<file path="src/rtl/bus_arbiter_if.sv">
// ---------------------------------------------------------------------------
// bus_arbiter_if
//   Groups every signal between the two requesters (CPU, DMA), the
//   single-port memory, and the arbiter that sits between them.
//
//   Modports
//     slave  : the arbiter's view. Requests and memory responses come in;
//              grants, done pulses, read data and memory strobes go out.
//     master : the environment's view (CPUs, DMA engine, memory model,
//              testbench). It is the mirror image of slave.
//
//   Signal summary
//     cpu_req/cpu_we/cpu_addr[15:0]/cpu_wdata[7:0] : CPU cycle request
//     dma_req/dma_we/dma_addr[15:0]/dma_wdata[7:0] : DMA cycle request
//     cpu_grant/dma_grant   : requester owns the bus
//     cpu_done/dma_done     : one-cycle completion pulse to the owner
//     rdata[7:0]            : read data, valid in the done cycle
//     bus_error             : one-cycle pulse with done on a memory timeout
//     mem_addr/mem_wdata    : memory address and write data
//     mem_re/mem_we         : memory read / write strobes
//     mem_rdata/mem_ready   : memory read data and access-complete flag
// ---------------------------------------------------------------------------
interface bus_arbiter_if;

  // CPU request side
  logic        cpu_req;
  logic        cpu_we;
  logic [15:0] cpu_addr;
  logic [7:0]  cpu_wdata;

  // DMA request side
  logic        dma_req;
  logic        dma_we;
  logic [15:0] dma_addr;
  logic [7:0]  dma_wdata;

  // Responses to the requesters
  logic        cpu_grant;
  logic        dma_grant;
  logic        cpu_done;
  logic        dma_done;
  logic [7:0]  rdata;
  logic        bus_error;

  // Memory side
  logic [15:0] mem_addr;
  logic [7:0]  mem_wdata;
  logic        mem_re;
  logic        mem_we;
  logic [7:0]  mem_rdata;
  logic        mem_ready;

  modport slave (
    input  cpu_req, cpu_we, cpu_addr, cpu_wdata,
    input  dma_req, dma_we, dma_addr, dma_wdata,
    input  mem_rdata, mem_ready,
    output cpu_grant, dma_grant, cpu_done, dma_done, rdata, bus_error,
    output mem_addr, mem_wdata, mem_re, mem_we
  );

  modport master (
    output cpu_req, cpu_we, cpu_addr, cpu_wdata,
    output dma_req, dma_we, dma_addr, dma_wdata,
    output mem_rdata, mem_ready,
    input  cpu_grant, dma_grant, cpu_done, dma_done, rdata, bus_error,
    input  mem_addr, mem_wdata, mem_re, mem_we
  );

endinterface : bus_arbiter_if

</file>
<file path="src/rtl/bus_arbiter.sv">
// ---------------------------------------------------------------------------
// bus_arbiter
//   Two-requester (CPU, DMA) arbiter in front of a single memory port.
//   A three-state FSM (IDLE -> ACCESS -> DONE -> IDLE) runs one access at a
//   time. Ties are broken in favour of whichever requester did not own the
//   bus last. Every output is a flop; the combinational process computes the
//   next value of each output alongside the next state.
//
//   Parameters
//     WAIT_STATES : ACCESS cycles that must elapse before mem_ready counts
//     TIMEOUT     : further ACCESS cycles allowed before the access is
//                   aborted with rdata = 8'hFF and bus_error
//
//   Ports
//     clk   : sole clock, all state changes on its rising edge
//     rst_n : asynchronous active-low reset
//     bus   : bus_arbiter_if.slave, requester/memory signal bundle
// ---------------------------------------------------------------------------
module bus_arbiter #(
  parameter int WAIT_STATES = 1,
  parameter int TIMEOUT     = 15
) (
  input  logic           clk,
  input  logic           rst_n,
  bus_arbiter_if.slave   bus
);

  typedef enum logic [1:0] {
    ST_IDLE   = 2'd0,
    ST_ACCESS = 2'd1,
    ST_DONE   = 2'd2
  } state_e;

  typedef enum logic {
    OWN_CPU = 1'b0,
    OWN_DMA = 1'b1
  } owner_e;

  // Counter value at which a still-unready access is abandoned.
  localparam int TIMEOUT_LIMIT = WAIT_STATES + TIMEOUT;

  // FSM and bookkeeping state
  state_e      state_q,      state_d;
  owner_e      owner_q,      owner_d;
  owner_e      last_owner_q, last_owner_d;
  logic        we_q,         we_d;
  logic [7:0]  cnt_q,        cnt_d;

  // Registered outputs
  logic        cpu_grant_q,  cpu_grant_d;
  logic        dma_grant_q,  dma_grant_d;
  logic        cpu_done_q,   cpu_done_d;
  logic        dma_done_q,   dma_done_d;
  logic        bus_error_q,  bus_error_d;
  logic        mem_re_q,     mem_re_d;
  logic        mem_we_q,     mem_we_d;
  logic [15:0] mem_addr_q,   mem_addr_d;
  logic [7:0]  mem_wdata_q,  mem_wdata_d;
  logic [7:0]  rdata_q,      rdata_d;

  // Decision helpers
  logic        cpu_wins;
  logic        wait_met;
  logic        timed_out;

  // NOTE: state is written with <= so every flop samples the values from
  // before the edge; blocking assignments here would create order-dependent
  // simulation results that do not match the synthesized hardware.
  always_ff @(posedge clk or negedge rst_n) begin
    if (!rst_n) begin
      state_q      <= ST_IDLE;
      owner_q      <= OWN_DMA;
      last_owner_q <= OWN_DMA;  // CPU wins the first tie after reset
      we_q         <= 1'b0;
      cnt_q        <= 8'd0;
      cpu_grant_q  <= 1'b0;
      dma_grant_q  <= 1'b0;
      cpu_done_q   <= 1'b0;
      dma_done_q   <= 1'b0;
      bus_error_q  <= 1'b0;
      mem_re_q     <= 1'b0;
      mem_we_q     <= 1'b0;
      mem_addr_q   <= 16'd0;
      mem_wdata_q  <= 8'd0;
      rdata_q      <= 8'd0;
    end else begin
      state_q      <= state_d;
      owner_q      <= owner_d;
      last_owner_q <= last_owner_d;
      we_q         <= we_d;
      cnt_q        <= cnt_d;
      cpu_grant_q  <= cpu_grant_d;
      dma_grant_q  <= dma_grant_d;
      cpu_done_q   <= cpu_done_d;
      dma_done_q   <= dma_done_d;
      bus_error_q  <= bus_error_d;
      mem_re_q     <= mem_re_d;
      mem_we_q     <= mem_we_d;
      mem_addr_q   <= mem_addr_d;
      mem_wdata_q  <= mem_wdata_d;
      rdata_q      <= rdata_d;
    end
  end

  // A lone CPU request wins; on a tie the CPU wins only if DMA went last.
  assign cpu_wins  = bus.cpu_req && (!bus.dma_req || (last_owner_q == OWN_DMA));
  assign wait_met  = int'(cnt_q) >= WAIT_STATES;
  assign timed_out = int'(cnt_q) >= TIMEOUT_LIMIT;

  always_comb begin
    // NOTE: every signal driven here gets a default first, so no path can
    // leave one unassigned and infer a latch.
    state_d      = state_q;
    owner_d      = owner_q;
    last_owner_d = last_owner_q;
    we_d         = we_q;
    cnt_d        = cnt_q;
    cpu_grant_d  = 1'b0;
    dma_grant_d  = 1'b0;
    cpu_done_d   = 1'b0;
    dma_done_d   = 1'b0;
    bus_error_d  = 1'b0;
    mem_re_d     = 1'b0;
    mem_we_d     = 1'b0;
    mem_addr_d   = mem_addr_q;
    mem_wdata_d  = mem_wdata_q;
    rdata_d      = rdata_q;

    unique case (state_q)
      ST_IDLE: begin
        if (bus.cpu_req || bus.dma_req) begin
          // Latch the winner's command now; outputs for the first ACCESS
          // cycle are computed here so they appear right on entry.
          state_d = ST_ACCESS;
          cnt_d   = 8'd0;
          if (cpu_wins) begin
            owner_d      = OWN_CPU;
            last_owner_d = OWN_CPU;
            we_d         = bus.cpu_we;
            mem_addr_d   = bus.cpu_addr;
            mem_wdata_d  = bus.cpu_wdata;
            cpu_grant_d  = 1'b1;
            mem_re_d     = !bus.cpu_we;
            mem_we_d     = bus.cpu_we;
          end else begin
            owner_d      = OWN_DMA;
            last_owner_d = OWN_DMA;
            we_d         = bus.dma_we;
            mem_addr_d   = bus.dma_addr;
            mem_wdata_d  = bus.dma_wdata;
            dma_grant_d  = 1'b1;
            mem_re_d     = !bus.dma_we;
            mem_we_d     = bus.dma_we;
          end
        end
      end

      ST_ACCESS: begin
        // Grant is held through ACCESS and the following DONE cycle.
        cpu_grant_d = (owner_q == OWN_CPU);
        dma_grant_d = (owner_q == OWN_DMA);
        cnt_d       = (cnt_q == 8'hFF) ? cnt_q : cnt_q + 8'd1;

        if (wait_met && bus.mem_ready) begin
          state_d    = ST_DONE;
          cpu_done_d = (owner_q == OWN_CPU);
          dma_done_d = (owner_q == OWN_DMA);
          if (!we_q) begin
            rdata_d = bus.mem_rdata;
          end
        end else if (timed_out) begin
          state_d     = ST_DONE;
          cpu_done_d  = (owner_q == OWN_CPU);
          dma_done_d  = (owner_q == OWN_DMA);
          bus_error_d = 1'b1;
          rdata_d     = 8'hFF;
        end else begin
          // Early mem_ready (before WAIT_STATES) lands here and is ignored.
          mem_re_d = !we_q;
          mem_we_d = we_q;
        end
      end

      ST_DONE: begin
        // Grants drop with the return to IDLE, forcing at least one idle
        // cycle between back-to-back accesses.
        state_d = ST_IDLE;
      end

      default: begin
        state_d = ST_IDLE;
      end
    endcase
  end

  assign bus.cpu_grant = cpu_grant_q;
  assign bus.dma_grant = dma_grant_q;
  assign bus.cpu_done  = cpu_done_q;
  assign bus.dma_done  = dma_done_q;
  assign bus.bus_error = bus_error_q;
  assign bus.rdata     = rdata_q;
  assign bus.mem_addr  = mem_addr_q;
  assign bus.mem_wdata = mem_wdata_q;
  assign bus.mem_re    = mem_re_q;
  assign bus.mem_we    = mem_we_q;

endmodule : bus_arbiter

</file>
<file path="src/flat_wrapper.sv">
// flat-port wrapper written by rule: the top's interface ports become plain ports
module bus_arbiter_flat 
#(
  parameter int WAIT_STATES = 1,
  parameter int TIMEOUT     = 15
)
  (clk, rst_n, bus_cpu_req, bus_cpu_we, bus_cpu_addr, bus_cpu_wdata, bus_dma_req, bus_dma_we, bus_dma_addr, bus_dma_wdata, bus_mem_rdata, bus_mem_ready, bus_cpu_grant, bus_dma_grant, bus_cpu_done, bus_dma_done, bus_rdata, bus_bus_error, bus_mem_addr, bus_mem_wdata, bus_mem_re, bus_mem_we);
  bus_arbiter_if bus_i ();
  input  logic clk;
  input  logic rst_n;
  input wire logic [$bits(bus_i.cpu_req)-1:0] bus_cpu_req;
  input wire logic [$bits(bus_i.cpu_we)-1:0] bus_cpu_we;
  input wire logic [$bits(bus_i.cpu_addr)-1:0] bus_cpu_addr;
  input wire logic [$bits(bus_i.cpu_wdata)-1:0] bus_cpu_wdata;
  input wire logic [$bits(bus_i.dma_req)-1:0] bus_dma_req;
  input wire logic [$bits(bus_i.dma_we)-1:0] bus_dma_we;
  input wire logic [$bits(bus_i.dma_addr)-1:0] bus_dma_addr;
  input wire logic [$bits(bus_i.dma_wdata)-1:0] bus_dma_wdata;
  input wire logic [$bits(bus_i.mem_rdata)-1:0] bus_mem_rdata;
  input wire logic [$bits(bus_i.mem_ready)-1:0] bus_mem_ready;
  output wire logic [$bits(bus_i.cpu_grant)-1:0] bus_cpu_grant;
  output wire logic [$bits(bus_i.dma_grant)-1:0] bus_dma_grant;
  output wire logic [$bits(bus_i.cpu_done)-1:0] bus_cpu_done;
  output wire logic [$bits(bus_i.dma_done)-1:0] bus_dma_done;
  output wire logic [$bits(bus_i.rdata)-1:0] bus_rdata;
  output wire logic [$bits(bus_i.bus_error)-1:0] bus_bus_error;
  output wire logic [$bits(bus_i.mem_addr)-1:0] bus_mem_addr;
  output wire logic [$bits(bus_i.mem_wdata)-1:0] bus_mem_wdata;
  output wire logic [$bits(bus_i.mem_re)-1:0] bus_mem_re;
  output wire logic [$bits(bus_i.mem_we)-1:0] bus_mem_we;
  assign bus_i.cpu_req = bus_cpu_req;
  assign bus_i.cpu_we = bus_cpu_we;
  assign bus_i.cpu_addr = bus_cpu_addr;
  assign bus_i.cpu_wdata = bus_cpu_wdata;
  assign bus_i.dma_req = bus_dma_req;
  assign bus_i.dma_we = bus_dma_we;
  assign bus_i.dma_addr = bus_dma_addr;
  assign bus_i.dma_wdata = bus_dma_wdata;
  assign bus_i.mem_rdata = bus_mem_rdata;
  assign bus_i.mem_ready = bus_mem_ready;
  assign bus_cpu_grant = bus_i.cpu_grant;
  assign bus_dma_grant = bus_i.dma_grant;
  assign bus_cpu_done = bus_i.cpu_done;
  assign bus_dma_done = bus_i.dma_done;
  assign bus_rdata = bus_i.rdata;
  assign bus_bus_error = bus_i.bus_error;
  assign bus_mem_addr = bus_i.mem_addr;
  assign bus_mem_wdata = bus_i.mem_wdata;
  assign bus_mem_re = bus_i.mem_re;
  assign bus_mem_we = bus_i.mem_we;
  bus_arbiter #(.WAIT_STATES(WAIT_STATES), .TIMEOUT(TIMEOUT)) u_core (.clk(clk), .rst_n(rst_n), .bus(bus_i));
endmodule
</file>
<file path="config.mk">
export PLATFORM = sky130hd
export DESIGN_NAME = bus_arbiter_flat
export DESIGN_NICKNAME = d
export VERILOG_FILES = /design/src/rtl/bus_arbiter_if.sv /design/src/rtl/bus_arbiter.sv /design/src/flat_wrapper.sv
export SDC_FILE = /design/constraint.sdc
export NUM_CORES = 1
export LEC_CHECK = 0
export ABC_AREA = 1
export CORE_ASPECT_RATIO = 1.1
export CORE_MARGIN = 4
export CORE_UTILIZATION = 40
export DETAILED_ROUTE_END_ITERATION = 8
export GPL_TIMING_DRIVEN = 0
export PLACE_DENSITY = 0.75
export SLEW_MARGIN = 10
export SYNTH_ARGS = -nofsm -noshare
export SYNTH_HDL_FRONTEND = slang
export SYNTH_SLANG_ARGS = --single-unit
</file>
<file path="constraint.sdc">
create_clock -name clk -period 2.52 [get_ports clk]
set_clock_uncertainty 0.1 [all_clocks]
set_input_delay 0.63 -clock clk [delete_from_list [all_inputs] [get_ports clk]]
set_output_delay 0.63 -clock clk [all_outputs]
set_load 0.005 [all_outputs]
</file>
==> After elaboration in Yosys (flattened, before gate mapping) <==
Index checks and enable logic that the tools add are counted.
{ "word_totals": {"ff_bits": 51, "input_bits": 63, "elab_cells": 76} }
{ "classes": {"n_addsub": 1, "n_lt_le_gt_ge": 2, "n_eq_ne": 6, "muxes": 37, "bitwise": 1, "reduce_logical": 15} }
{ "op_table": {"columns": ["operator", "count"], "rows": [
  ["two-way mux 8 bit", 6],
  ["two-way mux 1 bit", 21],
  ["two-way mux 16 bit", 1],
  ["case mux 8 bit (2 select lines)", 1],
  ["adder 8 x 1 -> 8 bit, second input constant", 1],
  ["equality test 8 bit, second input constant", 1],
  ["greater-or-equal comparator 8 x 1 -> 1 bit, second input constant", 1],
  ["greater-or-equal comparator 8 x 5 -> 1 bit, second input constant", 1],
  ["case mux 1 bit (2 select lines)", 4],
  ["two-way mux 2 bit", 3],
  ["AND reduction 3 bit", 2],
  ["zero test 1 bit", 4],
  ["inequality test 2 bit, second input constant", 2],
  ["case mux 2 bit (2 select lines)", 1],
  ["AND reduction 2 bit", 2],
  ["nonzero test 2 bit", 2],
  ["inequality test 3 x 1 -> 1 bit, second input constant", 1],
  ["equality test 2 x 1 -> 1 bit, second input constant", 1],
  ["logical AND 1 bit", 2],
  ["zero test 2 bit", 1],
  ["logical OR 1 bit", 2],
  ["inequality test 2 x 1 -> 1 bit, second input constant", 1],
  ["inverter 1 bit", 1]
]} }

==> Depth between registers and ports, before layout <==
Gate-level depths: netlist of run 1.
{ "depth": {"word_depth": 6, "depth_mapped": 10, "mapped_depth_nobuf": 10} }

==> Worst setup path before layout of run 1 <==
Ideal clock, no wire load.
{ "synth_timing": {"path_type": "reg-to-reg", "startpoint": "register u_core.cnt_q[0]", "endpoint": "register u_core.rdata_q[0] (netlist: u_core.bus.rdata[0])", "setup_ps": 117, "arrival_time_ps": 1330, "required_time_ps": 2303, "path_slack_ps": 973, "stages_incl_launch_ff": 10, "synth_period_minus_slack_ps": 1547, "cell_sequence": "dfrtp_1 > inv_1 > ha_1 > nand2_1 > nor2_2 > nand2_4 > nand3_4 > nand3_4 > nand2_1 > nand2_1"} }
{ "synth_via": {"elab_chain_cells": 4, "word_cells_on_any_way": 7} }
{ "synth_lines": {"columns": ["element", "line", "rtl"], "rows": [
  ["start, declared", "bus_arbiter.sv:47", "logic [7:0] cnt_q, cnt_d;"],
  ["start signal, assigned", "bus_arbiter.sv:91", "cnt_q <= cnt_d;"],
  ["greater-or-equal comparator 8 x 1 -> 1 bit", "bus_arbiter.sv:107", "assign wait_met = int'(cnt_q) >= WAIT_STATES;"],
  ["logical AND 1 bit", "bus_arbiter.sv:164", "if (wait_met && bus.mem_ready) begin"],
  ["inequality test 2 bit (no line) or nonzero test 2 bit (tied branches)", null, null],
  ["AND reduction 3 bit (no line)", null, null],
  ["end signal, assigned", "bus_arbiter.sv:101", "rdata_q <= rdata_d;"],
  ["end, declared", "bus_arbiter.sv:59", "logic [7:0] rdata_q, rdata_d;"]
]} }
Several ways; a longest one is shown, not always the timed one.
A chain may end at the register's enable or synchronous reset.

==> Worst setup path after layout of run 1 <==
{ "layout_timing": {"startpoint": "register u_core.rdata_q[6] (netlist: u_core.bus.rdata[6])", "endpoint": "output bus_rdata[6]"} }
{ "layout_rtl": {"columns": ["element", "line", "rtl"], "rows": [
  ["end, declared", "flat_wrapper.sv:25", "output wire logic [$bits(bus_i.rdata)-1:0] bus_rdata;"]
]} }
No word-level cell between the ends.

==> results of run 1 <==
Yosys cell counts, types with 2 or more instances:
cell	number	area share [%]
nand2_1	68	10
dfrtp_1	50	49
o21ai_1	38	7.5
nor2_1	33	4.9
o21ai_0	25	4.9
nand3_1	18	3.5
inv_1	11	1.6
inv_2	9	1.3
nand3b_1	8	2.4
ha_1	4	2.0
buf_2	3	0.59
buf_4	3	0.89
buf_6	3	1.3
nand2_4	3	1.3
nand4_1	3	0.74
nor2_2	3	0.74
nor2_4	3	1.3
a21oi_2	2	0.69
nand3_4	2	1.4
power breakdown:
group	leakage, nW	switching [W]	total (W)	internal [W]
Sequential	0.634	0.000208	0.00139	0.00118
Combinational	0.988	0.000938	0.00194	0.000999
Clock	0.0618	0.000270	0.000597	0.000327
Total	1.68	0.00142	0.00392	0.00250
sequential cells by signal (all words and copies together) (netlist names):
| signal | flops |
|---|---|
| u_core.bus.cpu_done | 1 |
| u_core.bus.mem_addr | 16 |
| u_core.bus.dma_done | 1 |
| u_core.bus.mem_re | 1 |
| u_core.cnt_q | 8 |
| u_core.bus.rdata | 8 |
| u_core.bus.dma_grant | 1 |
| u_core.we_q | 1 |
| u_core.bus.mem_we | 1 |
| u_core.state_q | 2 |
| u_core.bus.cpu_grant | 1 |
| u_core.bus.mem_wdata | 8 |
| u_core.owner_q | 1 |
| u_core.bus.bus_error | 1 |
routing by layer:
metal / part of all wire (%) / up-vias / GRT usage, %
met2: 50 / 78 / 30.1
met5: 0 / - / 0
met4: 1.2 / 0 / 3.75
li1: - / 1199 / -
met1: 40 / 1076 / 20.1
met3: 8.9 / 8 / 5.99
path summary, 6_finish.rpt:
kind	start	end	cells after the start
setup / recovery	u_core.bus.rdata[6]$_DFFE_PN0P_	bus_rdata[6]	1
hold / removal	rst_n	u_core.bus.mem_wdata[2]$_DFFE_PN0P_	1
setup reg to reg	u_core.cnt_q[0]$_DFFE_PN0P_	u_core.bus.rdata[6]$_DFFE_PN0P_	9
hold reg to reg	u_core.bus.rdata[2]$_DFFE_PN0P_	u_core.bus.rdata[2]$_DFFE_PN0P_	2
max in group asynchronous	rst_n	u_core.owner_q$_DFFE_PN1P_	2
min in group clk	u_core.bus.rdata[2]$_DFFE_PN0P_	u_core.bus.rdata[2]$_DFFE_PN0P_	2
through the flow:
step                area [µm²]  worst slack, ns  hold slack [ns]  TNS [ns]  total power, W
floorplan                 2540            0.973            0.234         0         0.00237
global placement          3650           -0.765            0.358    -38.38         0.00332
detailed placement        3670            0.363            0.362         0         0.00336
CTS                       3790            0.575            0.252         0         0.00398
global route              3790            0.536            0.279         0         0.00425
finish                    3790            0.594            0.242         0         0.00392
kinds of logic (layout without fill, tap and decap cells):
family | count (synthesis) | after routing
simple gates | 144 | 144
fa+ha+maj | 4 | 4
flops | 51 | 51
buf+inv | 32 | 142
compound gates | 67 | 67
xor+xnor | 1 | 1
cell type report:
class	count	area [µm²]	share of cell area, %
multi-input combinational	216	1100	29.0
buffer	10	75.1	1.98
clock inverter	2	38.8	1.02
inverter	22	85.1	2.24
tap	80	100	2.64
clock buffer	6	82.6	2.18
timing repair buffer	102	1030	27.2
sequential	51	1280	33.7
==> summary.txt, run 1 <==
Clock tree
  • CTS buffer count: 5
  • H-tree depth: 2
  • Total setup buffers inserted after CTS: 0
  • Clock Pin Slew Worst Setup and Hold Paths: 0.09 ns
  • CTS tree: yes
  • Clk sink count: 51
  • Longest Clk Path Bufs: 2
  • PostCTS Resize Cnt: 0
  • CTS Root Cell: clkbuf_8
  • Post-cts hold buffer count: 0
  • Clk_lat worst skew: 0.30 ns

Synth
  • Compound-Gate Fraction of Synth Area: 13.8%
  • Share of flip-flops with an asynchronous set or reset: 100%
  • Flop and latch count out of synthesis: 51
  • Synth cell types: 29
  • Post-synthesis adder-cell area fraction: 1.97%
  • EDFF count, synth: 0
  • Synth Area in Simple Gates: 27.2%
  • Synthesized area per cell: 8.49 µm²
  • Synth warn: 0
  • Post-Synth XOR/XNOR Area: 0.345%
  • Syn Nets: 366
  • Synthesized netlist cell count: 299
  • Synth Cell Area: 0.00254 mm²
  • Main combinational cell family by area after synthesis: simple AND/OR/NAND/NOR gates
  • Synth Flop Type: dfrtp_1
  • Post-synthesis sequential area ratio: 50.3%
  • Portion of netlist area occupied by mux cells: 0%

Timing
  • Period utilisation layout: 76.4%
  • RSZ-0062 raised after global routing: false
  • Final hold viol count: 0
  • Endpoints failing setup: 0
  • Minimum clock period: 1.93 ns
  • Pin slew with the least headroom to its limit: 0.650 ns
  • F_max: 519 MHz
  • Slew HR: 56.7%
  • Count of pins over their slew limit: 0

Global route
  • Initial antenna violation count: 0
  • GRT Total Usage: 17.1%
  • GRT Residual Overflow: 0
  • Largest net degree at the start of global routing: 28
  • Vias in the first global route: 2,309
  • Global-route wire length before repair: 10,800 µm

Power
  • Maximum VDD drop: 0.533 mV
  • PD cells: 1030 mW/mm²
  • Leak: 1.68 nW

Layout
  • Share of layout cells above drive strength 1: 11.2%
  • Finished Core Util: 61.6%
  • Non-Filler Instances: 489
  • Layout Nets: 475
  • Antenna Cells: 0
  • Most frequent cells in the layout: clkdlybuf4s50_1 (100), nand2_1 (68), dfrtp_1 (50)
  • Area Growth Syn to Fin: 49.4%
  • Fillers: 567
  • Most common cell after layout, fill and taps aside: clkdlybuf4s50_1

Critical path
  • Crit path DAT: 1.20 ns
  • CP max FO: 2
  • Critical Path RT: 1.79 ns
  • CP endpoint kind: primary output
  • Slack of the worst reg-to-reg path: 0.72 ns
  • CP cell instances: clkdlybuf4s50_1
  • Startpoint Class: flop
  • Delay-heaviest family, CP: buffers and inverters
  • Slowest cell delay on critical path: 0.52 ns
  • Crit-path slowest cell: clkdlybuf4s50_1
  • WP buf/inv: 1
  • Kind of critical path: reg -> out

Floorplan
  • Die Footprint: 0.00769 mm²
  • Core area: 0.00616 mm²
  • Die H: 91.6 µm
  • # IOs: 102
  • Initial Util: 41.2%
  • Die width: 84.0 µm
  • Core Rows: 30

Detailed routing
  • Routed len/inst: 13.3 µm
  • Drt pass-1 iters: 4
  • Drc violations: 0
  • Post-DR vias/cell: 4.83
  • Initial DRC Count: 122
  • Antenna Nets Post-Route: 0
  • Vias: 2,361
  • Final WL: 6520 µm

Outcome
  • Status: complete, no violations

Placement
  • GP Congestion: 0.862
  • Hpwl dp: 5080 µm
  • IO Port Bufs: 101
  • DP Cell Count: 481

Worst hold path
  • Worst min-delay path category: in -> async

Run
  • MaxCap Viol Count: 0
Note: power is estimated with default switching activity, not from simulation.
==> run 2: changes to the inputs <==
CORE_UTILIZATION = 39   (was 40)
PLACE_DENSITY = 0.76   (was 0.75)
clock period = 1.7 ns   (was 2.52 ns; I/O delays follow)
==> run 2 against run 1 <==
Final area is 2.0% higher; final cell count is 1.4% higher; total power is 43% higher; die area is 2.3% higher; via count is 2.4% higher; global-route usage hardly changed; core utilization is 0.48 points higher; worst hold slack better by 0.14 ns; sequential power is 46% higher; first-iteration DRC count is 33% lower; count of clock-buffer cells in the layout stayed put; highest routed layer unchanged.
==> summary.txt, run 2 (same netlist as run 1, synthesis figures left out) <==
Outcome
  • Status: complete, no violations (unchanged)

Critical path
  • Crit-path slowest cell: clkdlybuf4s50_1 (unchanged)
  • Crit path DAT: 1.13 ns (was 1.20 ns)
  • CP endpoint kind: primary output (unchanged)
  • R2R depth: 9 (unchanged)
  • Startpoint Class: flop (unchanged)
  • Delay-heaviest family, CP: buffers and inverters (unchanged)
  • Slowest cell delay on critical path: 0.49 ns (was 0.52 ns)
  • CP cell instances: clkdlybuf4s50_1 (unchanged)
  • Kind of critical path: reg -> out (unchanged)
  • CP max FO: 1 (was 2)
  • Critical path depth in cells: 1 (unchanged)
  • Critical Path RT: 1.17 ns (was 1.79 ns)
  • WP buf/inv: 1 (unchanged)

Layout
  • Most frequent cells in the layout: nand2_1 (67), clkdlybuf4s50_1 (62), dfrtp_1 (49) (was clkdlybuf4s50_1 (100), nand2_1 (68), dfrtp_1 (50))
  • Non-Filler Instances: 496 (was 489)
  • Post-route cell area: 0.00387 mm² (was 0.00379 mm²)
  • Area Growth Syn to Fin: 52.4% (was 49.4%)
  • Share of layout cells above drive strength 1: 14.2% (was 11.2%)
  • Most common cell after layout, fill and taps aside: nand2_1 (was clkdlybuf4s50_1)
  • Antenna Cells: 0 (unchanged)
  • Max reg flops: 16 (unchanged)
  • Layout Nets: 482 (was 475)

Global route
  • Largest net degree at the start of global routing: 34 (was 28)
  • Vias in the first global route: 2,308 (was 2,309)
  • GRT Total Usage: 17.2% (was 17.1%)
  • Initial antenna violation count: 0 (unchanged)
  • Global-route wire length before repair: 11,000 µm (was 10,800 µm)
  • GRT Residual Overflow: 0 (unchanged)

Clock tree
  • CTS tree: yes (unchanged)
  • H-tree depth: 2 (unchanged)
  • Longest Clk Path Bufs: 2 (unchanged)
  • Clk_lat worst skew: 0.30 ns (about the same)
  • CTS buffer count: 5 (unchanged)
  • CTS Root Cell: clkbuf_8 (unchanged)
  • Clock Pin Slew Worst Setup and Hold Paths: 0.09 ns (about the same)
  • Clk sink count: 51 (unchanged)

Detailed routing
  • Final WL: 6760 µm (was 6520 µm)
  • Drt pass-1 iters: 4 (unchanged)
  • Routed len/inst: 13.6 µm (was 13.3 µm)
  • Post-DR vias/cell: 4.87 (was 4.83)
  • Drc violations: 0 (unchanged)
  • Vias: 2,417 (was 2,361)
  • Initial DRC Count: 82 (was 122)
  • Antenna Nets Post-Route: 0 (unchanged)

Timing
  • F_max: 606 MHz
  • Pin slew with the least headroom to its limit: 0.445 ns (was 0.650 ns)
  • Period utilisation layout: 97.1%
  • Setup_tns: 0 ns (unchanged)
  • Slew HR: 70.3% (was 56.7%)
  • Count of pins over their slew limit: 0 (unchanged)
  • Endpoints failing setup: 0 (unchanged)
  • Minimum clock period: 1.65 ns
  • Final hold viol count: 0 (unchanged)

Power
  • Leak: 1.94 nW (was 1.68 nW)
  • PD cells: 1450 mW/mm² (was 1030 mW/mm²)
  • Maximum VDD drop: 0.812 mV (was 0.533 mV)

Placement
  • Placed Area: 0.00366 mm² (was 0.00367 mm²)
  • DP Cell Count: 481 (unchanged)
  • Hpwl dp: 5220 µm (was 5080 µm)
  • GP Congestion: 0.822 (was 0.862)
  • IO Port Bufs: 101 (unchanged)

Worst hold path
  • Worst Hold Depth: 2
  • Worst min-delay path category: reg -> reg (was in -> async)

Floorplan
  • Die H: 92.6 µm (was 91.6 µm)
  • Core Rows: 30 (unchanged)
  • # IOs: 102 (unchanged)
  • Initial Util: 40.7% (was 41.2%)
  • Die width: 84.9 µm (was 84.0 µm)
  • Die Footprint: 0.00787 mm² (was 0.00769 mm²)
  • Core area: 0.00623 mm² (was 0.00616 mm²)

Run
  • MaxCap Viol Count: 0 (unchanged)
run 2: through the flow:
stage / worst slack (ns) / utilization, % / hold WS (ns) / power [W]
5_1_grt: -0.0351 / 62.1 / 0.394 / 0.00610
6_report: 0.0497 / 62.1 / 0.378 / 0.00560
3_3_place_gp: -1.40 / 58.6 / 0.353 / 0.00489
4_1_cts: 0.000364 / 60.6 / 0.384 / 0.00559
3_5_place_dp: -0.267 / 58.8 / 0.299 / 0.00497
2_1_floorplan: 0.153 / - / 0.0294 / 0.00351
run 2: final cells by class:
cell class,count,area (µm²)
Buffer,10,76.3
Clock buffer,6,82.6
Clock inverter,2,16.3
Fill cell,594,2360
Inverter,22,87.6
Multi-Input combinational cell,216,1120
Sequential cell,51,1280
Tap cell,80,100
Timing Repair Buffer,109,1110
run 2: path summary, 6_finish.rpt:
check | from | end | slack, ns
worst max-delay path | u_core.bus.bus_error$_DFF_PN0_ | bus_bus_error | 0.05
worst min-delay path | u_core.bus.rdata[7]$_DFFE_PN0P_ | u_core.bus.rdata[7]$_DFFE_PN0P_ | 0.38
worst max register to register | u_core.cnt_q[0]$_DFFE_PN0P_ | u_core.bus.rdata[5]$_DFFE_PN0P_ | 0.08
worst min register to register | u_core.bus.rdata[7]$_DFFE_PN0P_ | u_core.bus.rdata[7]$_DFFE_PN0P_ | 0.38
max in group asynchronous | rst_n | u_core.owner_q$_DFFE_PN1P_ | 0.42
min in group asynchronous | rst_n | u_core.bus.rdata[0]$_DFFE_PN0P_ | 0.49
run 2: per-layer routing:
| metal | vias to the layer above | GRT usage [%] | part of all wire (%) |
|---|---|---|---|
| met1 | 1119 | 20.5 | 40 |
| met3 | 9 | 4.63 | 6.9 |
| met2 | 78 | 30.3 | 52 |
| li1 | 1211 | - | - |
| met5 | - | 0 | 0 |
| met4 | 0 | 4.75 | 1.6 |
run 2: where the power goes:
| group | leakage, nW | internal [W] | switching, W |
|---|---|---|---|
| registers | 0.633 | 0.00175 | 0.000286 |
| clock network | 0.0474 | 0.000333 | 0.000404 |
| logic | 1.26 | 0.00138 | 0.00145 |
| total | 1.94 | 0.00346 | 0.00214 |
run 2: what timing repair did:
item	in CTS	in global routing
gates cloned	0	0
setup endpoints to repair	31	30
hold buffers	1	0
endpoints found under the hold margin	18	0
resized for setup	24	25
setup buffers	3	3
pin swaps	0	2
